--- config.mk ---
export PLATFORM = sky130hd
export DESIGN_NAME = k_gain_div_flat
export DESIGN_NICKNAME = d
export VERILOG_FILES = /design/src/rtl/kalman_fx_pkg.sv /design/src/rtl/k_gain_div_if.sv /design/src/rtl/k_gain_div_sat.sv /design/src/rtl/k_gain_div.sv /design/src/flat_wrapper.sv
export SDC_FILE = /design/constraint.sdc
export NUM_CORES = 1
export LEC_CHECK = 0
export ABC_AREA = 1
export ABC_CLOCK_PERIOD_IN_PS = 7700
export BUFFER_PORTS_ARGS = -buffer_cell sky130_fd_sc_hd__buf_2
export CAP_MARGIN = 20
export CORE_MARGIN = 3
export CORE_UTILIZATION = 55
export CTS_CLUSTER_DIAMETER = 100
export DETAILED_ROUTE_END_ITERATION = 7
export GPL_TIMING_DRIVEN = 0
export PLACE_DENSITY_LB_ADDON = 0.08
export SETUP_SLACK_MARGIN = 0.2
export SLEW_MARGIN = 15
export SYNTH_ARGS = -nofsm -noshare
export SYNTH_HDL_FRONTEND = slang
export SYNTH_HIERARCHICAL = 1
export SYNTH_SLANG_ARGS = --single-unit
export TNS_END_PERCENT = 100
--- constraint.sdc ---
create_clock -name clk -period 7.7 [get_ports clk]
set_clock_uncertainty 0.05 [all_clocks]
set_input_delay 1.155 -clock clk [delete_from_list [all_inputs] [get_ports clk]]
set_output_delay 1.155 -clock clk [all_outputs]
set_load 0.05 [all_outputs]
--- src/rtl/kalman_fx_pkg.sv ---
// Shared fixed-point helpers and state encoding for the Kalman gain divider.
package kalman_fx_pkg;

  // Number of sign bits in every signed fixed-point format used here
  localparam int SIGN = 1;

  typedef enum logic [2:0] {IDLE, LOAD, ITER, FIX, DONE} k_div_state_t;

  // Fractional bit count of an S.ibits.frac format of total width dw
  function automatic int flt(input int dw, input int ibits);
    return dw - ibits - SIGN;
  endfunction

  function automatic int imax(input int a, input int b);
    return (a > b) ? a : b;
  endfunction

  // Largest positive two's complement value of width w (low w bits valid)
  function automatic logic [63:0] sat_max(input int w);
    return (64'd1 << (w - 1)) - 64'd1;
  endfunction

  // Most negative two's complement value of width w (low w bits valid)
  function automatic logic [63:0] sat_min(input int w);
    return 64'd1 << (w - 1);
  endfunction

endpackage

--- src/rtl/k_gain_div_if.sv ---
// Operand/result handshake bundle for the Kalman gain divider.
interface k_gain_div_if #(
  parameter int DW_N = 24,
  parameter int DW_D = 24,
  parameter int DW_Q = 24
) ();
  logic            in_valid;
  logic            in_ready;
  logic [DW_N-1:0] num;
  logic [DW_D-1:0] den;
  logic            out_valid;
  logic            out_ready;
  logic [DW_Q-1:0] quot;
  logic            ovf;
  logic            dz;

  // Producer of operands / consumer of results
  modport master (
    output in_valid, num, den, out_ready,
    input  in_ready, out_valid, quot, ovf, dz
  );

  // The divider itself
  modport slave (
    input  in_valid, num, den, out_ready,
    output in_ready, out_valid, quot, ovf, dz
  );
endinterface

--- src/rtl/k_gain_div_sat.sv ---
// Sign restore and saturation of the unsigned quotient magnitude.
module k_gain_div_sat
  import kalman_fx_pkg::*;
#(
  parameter int DW_Q = 24
) (
  input  logic [DW_Q-1:0] q,
  input  logic            sign,
  input  logic            ovf,
  input  logic            dz,
  input  logic            num_zero,
  output logic [DW_Q-1:0] quot
);

  localparam logic [DW_Q-1:0] Q_MAX = DW_Q'(sat_max(DW_Q));
  localparam logic [DW_Q-1:0] Q_MIN = DW_Q'(sat_min(DW_Q));

  // Saturate toward the result sign on overflow/divide-by-zero; 0/0 goes positive
  always_comb begin
    quot = q;
    if (ovf || dz) begin
      quot = (sign && !num_zero) ? Q_MIN : Q_MAX;
    end else if (sign) begin
      quot = ~q + DW_Q'(1);
    end
  end

endmodule

--- src/rtl/k_gain_div.sv ---
// Sequential signed fixed-point divider K = num / den, radix-2 restoring,
// one quotient bit per clock. Optional rounding: define K_GAIN_DIV_ROUND_EN.
module k_gain_div
  import kalman_fx_pkg::*;
#(
  parameter int DW_N  = 24,
  parameter int INT_N = 0,
  parameter int DW_D  = 24,
  parameter int DW_Q  = 24,
  parameter int INT_Q = 2
) (
  input logic           clk,
  input logic           rst,
  k_gain_div_if.slave   bus
);

  localparam int FLT_N   = flt(DW_N, INT_N);
  localparam int FLT_D   = flt(DW_D, 0);
  localparam int FLT_Q   = flt(DW_Q, INT_Q);
  localparam int SHIFT   = FLT_Q + FLT_D - FLT_N;
  localparam int SHIFT_C = (SHIFT < 0) ? 0 : SHIFT;
`ifdef K_GAIN_DIV_ROUND_EN
  localparam int ROUND_EN = 1;
`else
  localparam int ROUND_EN = 0;
`endif
  localparam int N_ITER = DW_Q - 1 + ROUND_EN;
  localparam int RW     = DW_N + SHIFT_C;
  // Wide enough for |den|<<(DW_Q-1) and for 2*rem in the rounding step
  localparam int CW     = imax(RW + 1, DW_D + DW_Q);
  localparam int CNT_W  = $clog2(N_ITER + 1);

  if (SHIFT < 0) begin : g_shift_chk
    $error("k_gain_div: quotient/denominator fraction bits too small for numerator format");
  end

  k_div_state_t state_reg, state_next;

  logic [DW_N-1:0]  num_reg;
  logic [DW_D-1:0]  den_reg;
  logic             sign_reg;
  logic             num_zero_reg;
  logic             dz_reg;
  logic             ovf_reg;
  logic [RW-1:0]    rem_reg;
  logic [CW-1:0]    dvs_reg;
  logic [DW_Q-2:0]  q_reg;
  logic [CNT_W-1:0] cnt_reg;
  logic [DW_Q-1:0]  quot_reg;
  logic             ovf_out_reg;
  logic             dz_out_reg;
  logic             in_ready_c;
  logic             out_valid_c;

  logic [DW_N-1:0]  num_mag;
  logic [DW_D-1:0]  den_mag;
  logic [CW-1:0]    num_wide;
  logic [CW-1:0]    den_top;
  logic             take;
  logic [RW-1:0]    rem_diff;
  logic             round_step;
  logic             round_bit;
  logic [DW_Q-1:0]  q_sum;
  logic             ovf_fix;
  logic [DW_Q-1:0]  quot_fix;

`ifdef K_GAIN_DIV_ROUND_EN
  logic [DW_D-1:0]  den_mag_reg;
  logic             round_reg;
  logic             half_ge;
  assign half_ge    = CW'({rem_reg, 1'b0}) >= CW'(den_mag_reg);
  assign round_step = (cnt_reg == CNT_W'(DW_Q - 1));
  assign round_bit  = round_reg;
`else
  assign round_step = 1'b0;
  assign round_bit  = 1'b0;
`endif

  // Magnitudes as unsigned; the most negative input maps to 2^(DW-1)
  assign num_mag  = num_reg[DW_N-1] ? (~num_reg + DW_N'(1)) : num_reg;
  assign den_mag  = den_reg[DW_D-1] ? (~den_reg + DW_D'(1)) : den_reg;
  assign num_wide = CW'(num_mag) << SHIFT_C;
  assign den_top  = CW'(den_mag) << (DW_Q - 1);

  // One trial subtraction of the current shifted divisor per iteration
  assign take     = CW'(rem_reg) >= dvs_reg;
  assign rem_diff = rem_reg - dvs_reg[RW-1:0];

  // A rounding carry into the sign position is an overflow as well
  assign q_sum    = {1'b0, q_reg} + DW_Q'(round_bit);
  assign ovf_fix  = ovf_reg | q_sum[DW_Q-1];

  k_gain_div_sat #(.DW_Q(DW_Q)) u_sat (
    .q        (q_sum),
    .sign     (sign_reg),
    .ovf      (ovf_fix),
    .dz       (dz_reg),
    .num_zero (num_zero_reg),
    .quot     (quot_fix)
  );

  // State register; reset aborts any job in flight
  always_ff @(posedge clk) begin
    if (rst) state_reg <= IDLE;
    else     state_reg <= state_next;
  end

  // Next-state and handshake outputs
  always_comb begin
    state_next  = state_reg;
    in_ready_c  = 1'b0;
    out_valid_c = 1'b0;
    case (state_reg)
      IDLE: begin
        in_ready_c = 1'b1;
        if (bus.in_valid) state_next = LOAD;
      end
      LOAD: state_next = ITER;
      ITER: if (cnt_reg == CNT_W'(N_ITER - 1)) state_next = FIX;
      FIX:  state_next = DONE;
      DONE: begin
        out_valid_c = 1'b1;
        if (bus.out_ready) state_next = IDLE;
      end
      default: state_next = IDLE;
    endcase
  end

  // Datapath: capture, setup, iterate, then register the final result
  always_ff @(posedge clk) begin
    if (rst) begin
      cnt_reg     <= '0;
      quot_reg    <= '0;
      ovf_out_reg <= 1'b0;
      dz_out_reg  <= 1'b0;
    end else begin
      case (state_reg)
        IDLE: begin
          if (bus.in_valid) begin
            num_reg <= bus.num;
            den_reg <= bus.den;
          end
        end
        LOAD: begin
          sign_reg     <= num_reg[DW_N-1] ^ den_reg[DW_D-1];
          num_zero_reg <= (num_reg == '0);
          dz_reg       <= (den_reg == '0);
          ovf_reg      <= (den_reg != '0) && (num_wide >= den_top);
          rem_reg      <= RW'(num_mag) << SHIFT_C;
          dvs_reg      <= CW'(den_mag) << (DW_Q - 2);
          q_reg        <= '0;
          cnt_reg      <= '0;
`ifdef K_GAIN_DIV_ROUND_EN
          den_mag_reg  <= den_mag;
          round_reg    <= 1'b0;
`endif
        end
        ITER: begin
          cnt_reg <= cnt_reg + CNT_W'(1);
          if (!round_step) begin
            if (take) rem_reg <= rem_diff;
            q_reg   <= {q_reg[DW_Q-3:0], take};
            dvs_reg <= dvs_reg >> 1;
          end
`ifdef K_GAIN_DIV_ROUND_EN
          if (round_step) round_reg <= half_ge;
`endif
        end
        FIX: begin
          quot_reg    <= quot_fix;
          ovf_out_reg <= ovf_fix;
          dz_out_reg  <= dz_reg;
        end
        default: ;
      endcase
    end
  end

  assign bus.in_ready  = in_ready_c;
  assign bus.out_valid = out_valid_c;
  assign bus.quot      = quot_reg;
  assign bus.ovf       = ovf_out_reg;
  assign bus.dz        = dz_out_reg;

endmodule

--- src/flat_wrapper.sv ---
// flat-port wrapper written by rule: the top's interface ports become plain ports
module k_gain_div_flat import kalman_fx_pkg::*;
#(
  parameter int DW_N  = 24,
  parameter int INT_N = 0,
  parameter int DW_D  = 24,
  parameter int DW_Q  = 24,
  parameter int INT_Q = 2
)
  (clk, rst, bus_in_valid, bus_num, bus_den, bus_out_ready, bus_in_ready, bus_out_valid, bus_quot, bus_ovf, bus_dz);
  k_gain_div_if #(.DW_N(DW_N), .DW_D(DW_D), .DW_Q(DW_Q)) bus_i ();
  input logic clk;
  input logic rst;
  input wire logic [$bits(bus_i.in_valid)-1:0] bus_in_valid;
  input wire logic [$bits(bus_i.num)-1:0] bus_num;
  input wire logic [$bits(bus_i.den)-1:0] bus_den;
  input wire logic [$bits(bus_i.out_ready)-1:0] bus_out_ready;
  output wire logic [$bits(bus_i.in_ready)-1:0] bus_in_ready;
  output wire logic [$bits(bus_i.out_valid)-1:0] bus_out_valid;
  output wire logic [$bits(bus_i.quot)-1:0] bus_quot;
  output wire logic [$bits(bus_i.ovf)-1:0] bus_ovf;
  output wire logic [$bits(bus_i.dz)-1:0] bus_dz;
  assign bus_i.in_valid = bus_in_valid;
  assign bus_i.num = bus_num;
  assign bus_i.den = bus_den;
  assign bus_i.out_ready = bus_out_ready;
  assign bus_in_ready = bus_i.in_ready;
  assign bus_out_valid = bus_i.out_valid;
  assign bus_quot = bus_i.quot;
  assign bus_ovf = bus_i.ovf;
  assign bus_dz = bus_i.dz;
  k_gain_div #(.DW_N(DW_N), .INT_N(INT_N), .DW_D(DW_D), .DW_Q(DW_Q), .INT_Q(INT_Q)) u_core (.clk(clk), .rst(rst), .bus(bus_i));
endmodule
==> out/results.txt, run 1 <==
total chip power - 5110 uW
critical path's top delay family - simple AND/OR/NAND/NOR gates
Worst EP required - 7920 ps
CP Launch Type - flop
Int Pwr - 2790 uW
max reg flops - 46
Ports - 80
status - finished clean
pwr dens - 331 nW/um^2
Starting Density - 0.565
Max Freq - 0.288 GHz
max-slew violations - 0
Via density - 5.21
diode count - 0
CORE AREA - 24500 sq um
Vias - 12375
number of unique standard cell types used by synthesis - 46
crit path kind - reg2reg
CP bufs+invs - 3
delay of the slowest critical-path stage - 390 ps
most frequent cells in the layout - nand2_1, inv_1, nor2_1
IO Port Bufs - 78
sequential share of power - 0.320
Syn Inst Count - 1934
H-tree Lvls - 4
post-place setup slack - 4330 ps
Final min period - 3470 ps
largest net degree at the start of global routing - 34
1st-pass router iterations - 6
die height - 165 um
Clock Sinks - 200
post-CTS sizing - 0
slowest CP cell - edfxtp_1
Post-Syn Area - 13900 sq um
Die X - 165 um
first-pass GRT wire length - 57200 um
relative slew slack - 0.518
worst skew pair latency - 440 ps
antenna violations before repair - 0
Area Growth Syn to Fin - 11.2%
root buf cell - clkbuf_16
static leakage - 0.00761 uW
Max IR drop VDD - 0.153 mV
power share of the clock group - 0.195
Syn Area/Cell - 7.17 sq um
Site Rows - 57
Seq cells post-synth - 200
Post-CTS Setup Inserts - 0
CTS Buffer Depth - 2
Post-DP Area - 14800 sq um
RSZ-0062 raised after global routing - no
final-report setup violation count - 0
WL final - 36000 um
hold crit path type - reg2reg
maxcap violations - 0
synth warn - 6
Net Sw Frac - 0.454
CP Max Fanout - 6
critical path arrival - 3700 ps
gr usage total - 0.270
drt wl/cell - 15.2 um
hpwl dp - 28400 um
Final Hold Viols - 0
leading cell type in the layout, fill and taps excluded - nand2_1
switching pwr - 2320 uW
period utilization - 0.451
CTS buffer count - 17
cts-stage hold buffer count - 0
fin nets - 2161
final instance area - 15400 sq um
die footprint - 27100 sq um
CTS tree - done
fraction of layout cells with a size suffix above 1 - 0.0981
post-route ant nets - 0
critical-path cell list - inv_1 -> nand3_1 -> nor3_4 -> inv_1 -> o21ai_2 -> xor2_1 -> inv_1 -> ha_1 -> nand2_1 -> nor2_1 -> nand4_1 -> nor3_1 -> nor2_1 -> nand2_1 -> nand2_1 -> a21oi_1
Clock transition at path regs - 80 ps
GRT Residual Overflow - 0
power share of the combinational group - 0.484
Placer Congestion - 0.972
Seq/Total Area, Yosys - 0.409
Worst Setup End Kind - flop
number of global-route vias before repair - 11639
setup ws final - 4230 ps
Setup TNS Final - 0 ps
Worst Tran Pin Value - 715 ps
DRC violations left - 0
Initial DRC Count - 874
routing by layer:
metal / up-vias / wire, um / track usage
li1: 6318 / - / -
met1: 5688 / 15800 / 0.344
met2: 316 / 17400 / 0.474
met3: 53 / 1580 / 0.0286
met4: 0 / 1180 / 0.102
met5: - / 0 / 0
power groups by stage:
stage | clock [uW] | sequential (uW) | combinational, uW
2_1_floorplan | 0 | 1720 | 1690
3_3_place_gp | 0 | 1680 | 2360
3_5_place_dp | 0 | 1660 | 2440
4_1_cts | 1020 | 1640 | 2460
5_1_grt | 1060 | 1660 | 2780
6_report | 997 | 1640 | 2470
per-stage QoR:
stage | util | std cells | hold slack, ps
finish | 0.628 | 2373 | 427
global route | 0.628 | 2373 | 471
CTS | 0.628 | 2373 | 425
detailed placement | 0.602 | 2341 | 408
global placement | 0.598 | 2337 | 404
floorplan | - | 1935 | 386
layout make-up:
class,instances,area [sq um]
fill,2285,9120
multi-input combinational,1350,6720
sequential,200,5670
inverter,349,1310
timing repair buffer,82,470
clock buffer,17,425
tap,324,405
clock inverter,15,229
buffer,36,186
final timing paths:
check                                               startpoint                        endpoint  slack, ps  cells after the start
worst min-delay path            u_core/cnt_reg[4]$_SDFFE_PP0N_  u_core/cnt_reg[4]$_SDFFE_PP0N_        430                      1
worst max register to register     u_core/den_reg[0]$_DFFE_PP_        u_core/ovf_reg$_DFFE_PP_       4230                     16
worst max-delay path               u_core/den_reg[0]$_DFFE_PP_        u_core/ovf_reg$_DFFE_PP_       4230                     16
worst min register to register  u_core/cnt_reg[4]$_SDFFE_PP0N_  u_core/cnt_reg[4]$_SDFFE_PP0N_        430                      1
synthesized netlist by cell type (all sizes together):
| master | instances | area [sq um] |
|---|---|---|
| o31ai | 2 | 15.0 |
| nor4 | 5 | 31.3 |
| fa | 1 | 20.0 |
| nand2 | 596 | 2270 |
| edfxtp | 166 | 4980 |
| and2 | 3 | 18.8 |
| o21a | 3 | 22.5 |
| o211ai | 2 | 15.0 |
| nor2 | 265 | 1060 |
| o21bai | 5 | 37.5 |
| a21boi | 1 | 7.51 |
| a31oi | 3 | 18.8 |
| or2 | 7 | 43.8 |
| xnor2 | 6 | 52.6 |
| a31o | 3 | 26.3 |
| nand3 | 101 | 551 |
| nor3 | 15 | 109 |
| nand4 | 21 | 138 |
| clkbuf | 19 | 71.3 |
| a21oi | 73 | 365 |
| clkinv | 1 | 3.75 |
| a211oi | 4 | 30.0 |
| inv | 348 | 1310 |
| conb | 1 | 3.75 |
| o21ai | 117 | 597 |
| nor3b | 1 | 7.51 |
| xor2 | 36 | 315 |
| ha | 72 | 901 |
| a21o | 1 | 7.51 |
| nand3b | 5 | 37.5 |
| dfxtp | 34 | 681 |
| buf | 17 | 115 |
worst register-to-register path, delay by kind of cell, from the launching register on:
kind | cells | cell delay (ps)
and+or+nand+nor | 9 | 1450
AOI/OAI and AO/OA | 2 | 320
adders and majority gates | 1 | 300
DFF | 1 | 390
xor gates and xnor gates | 1 | 380
buffers and inverters | 3 | 420
logic make-up (layout without fill, tap and decap cells):
group,count (synthesis),after routing,share of synthesized area
compound gates,214,214,0.0824
flops,200,200,0.409
xor+xnor,42,42,0.0265
buf+inv,385,499,0.108
other cells,1,2,0.000271
simple gates,1019,1019,0.308
fa+ha+maj,73,73,0.0664
(Power assumes the default switching activity.)
==> run 2: changes to the inputs <==
--- a/config.mk
+++ b/config.mk
@@ -6,7 +6,7 @@
 export NUM_CORES = 1
 export LEC_CHECK = 0
 export ABC_AREA = 1
-export ABC_CLOCK_PERIOD_IN_PS = 7700
+export ABC_CLOCK_PERIOD_IN_PS = 3450
 export BUFFER_PORTS_ARGS = -buffer_cell sky130_fd_sc_hd__buf_2
 export CAP_MARGIN = 20
 export CORE_MARGIN = 3
==> constraint.sdc (replaced) <==
create_clock -name clk -period 3.45 [get_ports clk]
set_clock_uncertainty 0.05 [all_clocks]
set_input_delay 0.5175 -clock clk [delete_from_list [all_inputs] [get_ports clk]]
set_output_delay 0.5175 -clock clk [all_outputs]
set_load 0.05 [all_outputs]
==> out/results.txt, run 2 (synthesized netlist as in run 1, its figures left out) <==
H-tree Lvls - 4 (unchanged)
period utilization - 0.949 (was 0.451)
CP bufs+invs - 1 (was 3)
final instance area - 15400 sq um (about the same)
CP most frequent cell - nand2_1
CORE AREA - 24500 sq um (unchanged)
Starting Density - 0.565 (unchanged)
CTS Buffer Depth - 2 (unchanged)
Worst Tran Pin Value - 631 ps (was 715 ps)
post-route ant nets - 0 (unchanged)
post-place setup slack - 38.0 ps (was 4330 ps)
first-pass GRT wire length - 57600 um (was 57200 um)
fin nets - 2163 (was 2161)
Ports - 80 (unchanged)
die footprint - 27100 sq um (unchanged)
Clock transition at path regs - 80 ps (about the same)
DRC violations left - 0 (unchanged)
largest net degree at the start of global routing - 34 (unchanged)
CTS buffer count - 17 (unchanged)
hold_ws - 193 ps (was 427 ps)
drt wl/cell - 15.3 um (was 15.2 um)
Max Freq - 0.305 GHz (was 0.288 GHz)
1st-pass router iterations - 5 (was 6)
crit path kind - reg2reg (unchanged)
fill count - 2273 (was 2285)
most frequent cells in the layout - nand2_1, inv_1, nor2_1 (unchanged)
Vias - 12433 (was 12375)
Clock Sinks - 200 (unchanged)
WL final - 36300 um (was 36000 um)
critical path arrival - 3400 ps (was 3700 ps)
Site Rows - 57 (unchanged)
setup ws final - 175 ps (was 4230 ps)
CP Launch Type - flop (unchanged)
total chip power - 11300 uW (was 5110 uW)
critical path's top delay family - simple AND/OR/NAND/NOR gates (unchanged)
die height - 165 um (unchanged)
root buf cell - clkbuf_16 (unchanged)
max reg flops - 46 (unchanged)
Worst Setup End Kind - flop (unchanged)
Metal-1 WL - 16100 um (was 15800 um)
met3 routed WL - 1440 um (was 1580 um)
worst skew pair latency - 440 ps (about the same)
slowest CP cell - edfxtp_1 (unchanged)
Placer Congestion - 0.964 (was 0.972)
critical-path cell list - inv_2 -> ha_1 -> nand3_1 -> nor2_1 -> nand4_2 -> nand2_1 -> xor2_1 -> ha_1 -> nand2_1 -> nor2_1 -> a211oi_1 -> nand2_1 -> nor2_1 -> nand2_1 -> nand2_1 -> a21oi_1 (was inv_1 -> nand3_1 -> nor3_4 -> inv_1 -> o21ai_2 -> xor2_1 -> inv_1 -> ha_1 -> nand2_1 -> nor2_1 -> nand4_1 -> nor3_1 -> nor2_1 -> nand2_1 -> nand2_1 -> a21oi_1)
Max IR drop VDD - 0.339 mV (was 0.153 mV)
relative slew slack - 0.575 (was 0.518)
antenna violations before repair - 0 (unchanged)
CP Max Fanout - 4 (was 6)
Worst EP required - 3580 ps (was 7920 ps)
CTS tree - done (unchanged)
RSZ-0062 raised after global routing - yes (was no)
pwr dens - 735 nW/um^2 (was 331 nW/um^2)
Via density - 5.23 (was 5.21)
Final min period - 3280 ps (was 3470 ps)
hpwl dp - 28500 um (was 28400 um)
GRT Residual Overflow - 0 (unchanged)
fraction of layout cells with a size suffix above 1 - 0.102 (was 0.0981)
met2 WL - 17600 um (was 17400 um)
static leakage - 0.00761 uW (about the same)
gr usage total - 0.271 (was 0.270)
Post-DP Area - 14800 sq um (unchanged)
max-slew violations - 0 (unchanged)
maxcap violations - 0 (unchanged)
IO Port Bufs - 78 (unchanged)
leading cell type in the layout, fill and taps excluded - nand2_1 (unchanged)
number of global-route vias before repair - 11729 (was 11639)
Area Growth Syn to Fin - 11.3% (was 11.2%)
Final Hold Viols - 0 (unchanged)
delay of the slowest critical-path stage - 410 ps (was 390 ps)
Post-Route Utilization - 0.629 (was 0.628)
cts-stage hold buffer count - 0 (unchanged)
hold crit path type - in2reg (was reg2reg)
status - finished clean (unchanged)
Initial DRC Count - 823 (was 874)
Die X - 165 um (unchanged)
diode count - 0 (unchanged)
final-report setup violation count - 0 (unchanged)
max layer used - met4 (unchanged)
-- run 2: changes by cell type in the layout (fill, tap and decap cells not counted), sizes merged --
cell | before | now
bufinv | 3 | 1
buf | 99 | 101
clkbuf | 36 | 38
inv | 355 | 356
clkinv | 6 | 5
-- run 2: layout make-up --
type | count | area [sq um] | area share
plain buffers | 36 | 186 | 0.0121
clock buffers | 19 | 464 | 0.0301
clock inverters | 13 | 166 | 0.0108
inverters | 349 | 1310 | 0.0849
multi-input cells | 1350 | 6740 | 0.437
flip-flops and latches | 200 | 5670 | 0.367
well taps | 324 | 405 | 0.0263
repair buffers | 84 | 485 | 0.0315
-- run 2: timing repair --
item,in CTS,in global routing
pin swaps,2,0
endpoints found under the setup margin,1,25
buffers inserted,2,0
gates resized for setup,4,3
-- run 2: through the flow --
stage / TNS (ps) / cells
6_report: 0 / 2375
5_1_grt: 0 / 2375
4_1_cts: 0 / 2375
3_5_place_dp: 0 / 2341
3_3_place_gp: -79550 / 2337
2_1_floorplan: 0 / 1935
-- run 2: worst reg2reg max path: stages (launching register included) --
cell and delay, ps:
edfxtp_1 410, inv_2 140, ha_1 200, nand3_1 180
nor2_1 210, nand4_2 140, nand2_1 100, xor2_1 360
ha_1 320, nand2_1 170, nor2_1 70, a211oi_1 170
nand2_1 110, nor2_1 90, nand2_1 110, nand2_1 90
a21oi_1 90
-- run 2: final timing paths --
| check | end | slack, ps | startpoint | cells after the start |
|---|---|---|---|---|
| max reg2reg | u_core/ovf_reg$_DFFE_PP_ | 170 | u_core/den_reg[0]$_DFFE_PP_ | 16 |
| max | u_core/ovf_reg$_DFFE_PP_ | 170 | u_core/den_reg[0]$_DFFE_PP_ | 16 |
| min reg2reg | u_core/cnt_reg[4]$_SDFFE_PP0N_ | 440 | u_core/cnt_reg[4]$_SDFFE_PP0N_ | 1 |
| min | u_core/num_reg[4]$_DFFE_PP_ | 190 | bus_num[4] | 1 |
-- run 2: layer usage --
layer | vias to the layer above | track usage
met4 | 0 | 0.101
met2 | 326 | 0.477
met3 | 61 | 0.0263
met5 | - | 0
met1 | 5730 | 0.345
li1 | 6316 | -
-- run 2: power by group --
part	switching (uW)	total [uW]	internal (uW)
Combinational	3880	5540	1660
Sequential	269	3650	3380
Clock	1030	2150	1110
Total	5190	11300	6150
==> run 3: changes to the inputs <==
--- a/config.mk
+++ b/config.mk
@@ -5,7 +5,7 @@
 export SDC_FILE = /design/constraint.sdc
 export NUM_CORES = 1
 export LEC_CHECK = 0
-export ABC_AREA = 1
+export ABC_AREA = 0
 export ABC_CLOCK_PERIOD_IN_PS = 3450
 export BUFFER_PORTS_ARGS = -buffer_cell sky130_fd_sc_hd__buf_2
 export CAP_MARGIN = 20
==> out/results.txt, run 3 <==
status - finished with violations (was finished clean)
failing checks - negative setup slack
diode count - 0 (unchanged)
relative slew slack - 0.513 (was 0.575)
IO Port Bufs - 78 (unchanged)
critical-path cell list - or4_1 -> or2_4 -> or3_4 -> nor2_4 -> nand2_2 -> o31ai_4 -> xor2_2 -> ha_1 -> nand4_1 -> a211oi_4 -> nand4_1 -> nor3_2 -> a21oi_2 -> a21oi_2 (was inv_2 -> ha_1 -> nand3_1 -> nor2_1 -> nand4_2 -> nand2_1 -> xor2_1 -> ha_1 -> nand2_1 -> nor2_1 -> a211oi_1 -> nand2_1 -> nor2_1 -> nand2_1 -> nand2_1 -> a21oi_1)
Area Growth Syn to Fin - 16.0% (was 11.3%)
drt wl/cell - 16.8 um (was 15.3 um)
die footprint - 23800 sq um (was 27100 sq um)
maxcap violations - 0 (unchanged)
Commonest cells post-synth - edfxtp_1, a21oi_1, nor2_1 (was nand2_1, inv_1, nor2_1)
Max Freq - 0.271 GHz (was 0.305 GHz)
delay of the slowest critical-path stage - 550 ps (was 410 ps)
Ports - 80 (unchanged)
antenna violations before repair - 0 (unchanged)
CP Max Fanout - 4 (unchanged)
number of global-route vias before repair - 9212 (was 11729)
CTS buffer count - 17 (unchanged)
setup ws final - -245 ps (was 175 ps)
Starting Density - 0.568 (was 0.565)
GRT Residual Overflow - 0 (unchanged)
CP Launch Type - flop (unchanged)
Max IR drop VDD - 0.371 mV (was 0.339 mV)
root buf cell - clkbuf_16 (unchanged)
ys async rst share - 0 (unchanged)
Clock transition at path regs - 80 ps (about the same)
worst skew pair latency - 430 ps (was 440 ps)
Initial DRC Count - 633 (was 823)
crit path kind - reg2reg (unchanged)
first-pass GRT wire length - 45300 um (was 57600 um)
largest area contributor in the netlist - edfxtp_1 (unchanged)
critical path arrival - 3920 ps (was 3400 ps)
Site Rows - 53 (was 57)
H-tree Lvls - 4 (unchanged)
max reg flops - 46 (unchanged)
CTS tree - done (unchanged)
CTS Buffer Depth - 2 (unchanged)
Via density - 5.73 (was 5.23)
post-synth top area share - 0.413 (was 0.360)
fraction of layout cells with a size suffix above 1 - 0.151 (was 0.102)
Synth Flop Type - edfxtp_1 (unchanged)
max-slew violations - 0 (unchanged)
cts-stage hold buffer count - 0 (unchanged)
DRC violations left - 0 (unchanged)
CORE AREA - 21300 sq um (was 24500 sq um)
number of flops mapped to enable cells by yosys - 166 (unchanged)
synth warn - 6 (unchanged)
Seq/Total Area, Yosys - 0.469 (was 0.409)
static leakage - 0.00542 uW (was 0.00761 uW)
Syn Area/Cell - 9.64 sq um (was 7.17 sq um)
Worst Setup End Kind - flop (unchanged)
most frequent cells in the layout - edfxtp_1, a21oi_1, nor2_1 (was nand2_1, inv_1, nor2_1)
gr usage total - 0.231 (was 0.271)
post-route ant nets - 0 (unchanged)
die height - 154 um (was 165 um)
fin nets - 1496 (was 2163)
final-report setup violation count - 1 (was 0)
Die X - 154 um (was 165 um)
Final min period - 3700 ps (was 3280 ps)
hpwl dp - 20600 um (was 28500 um)
number of unique standard cell types used by synthesis - 80 (was 46)
Final Hold Viols - 0 (unchanged)
WL final - 27800 um (was 36300 um)
synth top area cells - edfxtp_1, ha_1, a21oi_1 (was edfxtp_1, nand2_1, inv_1)
CP bufs+invs - 0 (was 1)
period utilization - 1.07 (was 0.949)
critical path's top delay family - simple AND/OR/NAND/NOR gates (unchanged)
Worst EP required - 3670 ps (was 3580 ps)
hold crit path type - in2reg (unchanged)
Seq cells post-synth - 200 (unchanged)
Post-Syn Area - 12100 sq um (was 13900 sq um)
Setup TNS Final - -245 ps (was 0 ps)
Clock Sinks - 200 (unchanged)
Syn Inst Count - 1253 (was 1934)
Vias - 9501 (was 12433)
Worst Tran Pin Value - 730 ps (was 631 ps)
RSZ-0062 raised after global routing - yes (unchanged)
most common cell in the netlist - edfxtp_1 (was nand2_1)
post-place setup slack - -842 ps (was 38.0 ps)
slowest CP cell - or4_1 (was edfxtp_1)
Placer Congestion - 0.904 (was 0.964)
pwr dens - 418 nW/um^2 (was 735 nW/um^2)
leading cell type in the layout, fill and taps excluded - edfxtp_1 (was nand2_1)
1st-pass router iterations - 7 (was 5)
largest net degree at the start of global routing - 41 (was 34)
[run 3: changes by cell type in the layout (fill, tap and decap cells not counted), moves of 16 or more]
cell and delta:
nand2_1 -465, clkbuf_1 +24, inv_1 -269, o21ai_1 -16, a21oi_1 +63, nand3_1 -78
nor3_1 +19, nor2_2 -19, a21o_1 +25, xnor2_1 +38, and2_1 +21, nor2_1 -111
o21ai_0 -40
[run 3: area by class of cell]
class	count	area, sq um
fillers	1745	7270
multi-input cells	927	6200
flip-flops and latches	200	5670
repair buffers	98	661
clock buffers	20	489
well taps	275	344
plain buffers	62	284
inverters	65	244
clock inverters	12	134
[run 3: what timing repair did]
action	CTS	global route
buffers inserted	6	6
endpoints found under the hold margin	0	0
setup endpoints to repair	48	56
cloned	0	3
resized for setup	20	44
pin swaps	6	10
[run 3: worst paths after layout]
path,startpoint,slack (ps),depth (start not counted),endpoint
max,u_core/den_reg[9]$_DFFE_PP_,-250,14,u_core/ovf_reg$_DFFE_PP_
min,bus_num[22],200,1,u_core/num_reg[22]$_DFFE_PP_
max reg2reg,u_core/den_reg[9]$_DFFE_PP_,-250,14,u_core/ovf_reg$_DFFE_PP_
min reg2reg,u_core/bus.quot[10]$_SDFFE_PP0P_,400,2,u_core/bus.quot[10]$_SDFFE_PP0P_
[run 3: cell families after synthesis]
kind of cell	after synthesis	synth area share
other cells	1	0.000310
fa+ha+maj	73	0.0762
simple gates	421	0.167
mux	3	0.00249
flops	200	0.469
xor+xnor	98	0.0723
buf+inv	127	0.0403
compound gates	330	0.172
[run 3: per-stage QoR]
stage / util / power (uW) / instance area, sq um / instances / hold slack [ps]
floorplan: - / 3510 / 12100 / 1254 / 398
global placement: 0.605 / 3730 / 12900 / 1607 / 391
detailed placement: 0.610 / 3760 / 13000 / 1612 / 395
CTS: 0.647 / 5850 / 13800 / 1650 / 185
global route: 0.659 / 6120 / 14000 / 1659 / 181
finish: 0.659 / 5860 / 14000 / 1659 / 200
[run 3: routing by layer]
metal	up-vias	wire length (um)	track usage
met5	-	0	0
met4	0	689	0.0757
met3	42	1310	0.0350
met2	270	13600	0.391
met1	4440	12200	0.307
li1	4749	-	-
[run 3: report_power, final]
part	internal [uW]	total, uW	switching [uW]
clock	1130	2080	949
combinational	373	975	602
sequential	2740	2810	68.4
[run 3: worst reg2reg max path: stages (launching register included)]
cell and delay, ps:
edfxtp_1 400, or4_1 550, or2_4 260, or3_4 360, nor2_4 140, nand2_2 100
o31ai_4 240, xor2_2 110, ha_1 310, nand4_1 160, a211oi_4 270, nand4_1 140
nor3_2 190, a21oi_2 70, a21oi_2 180
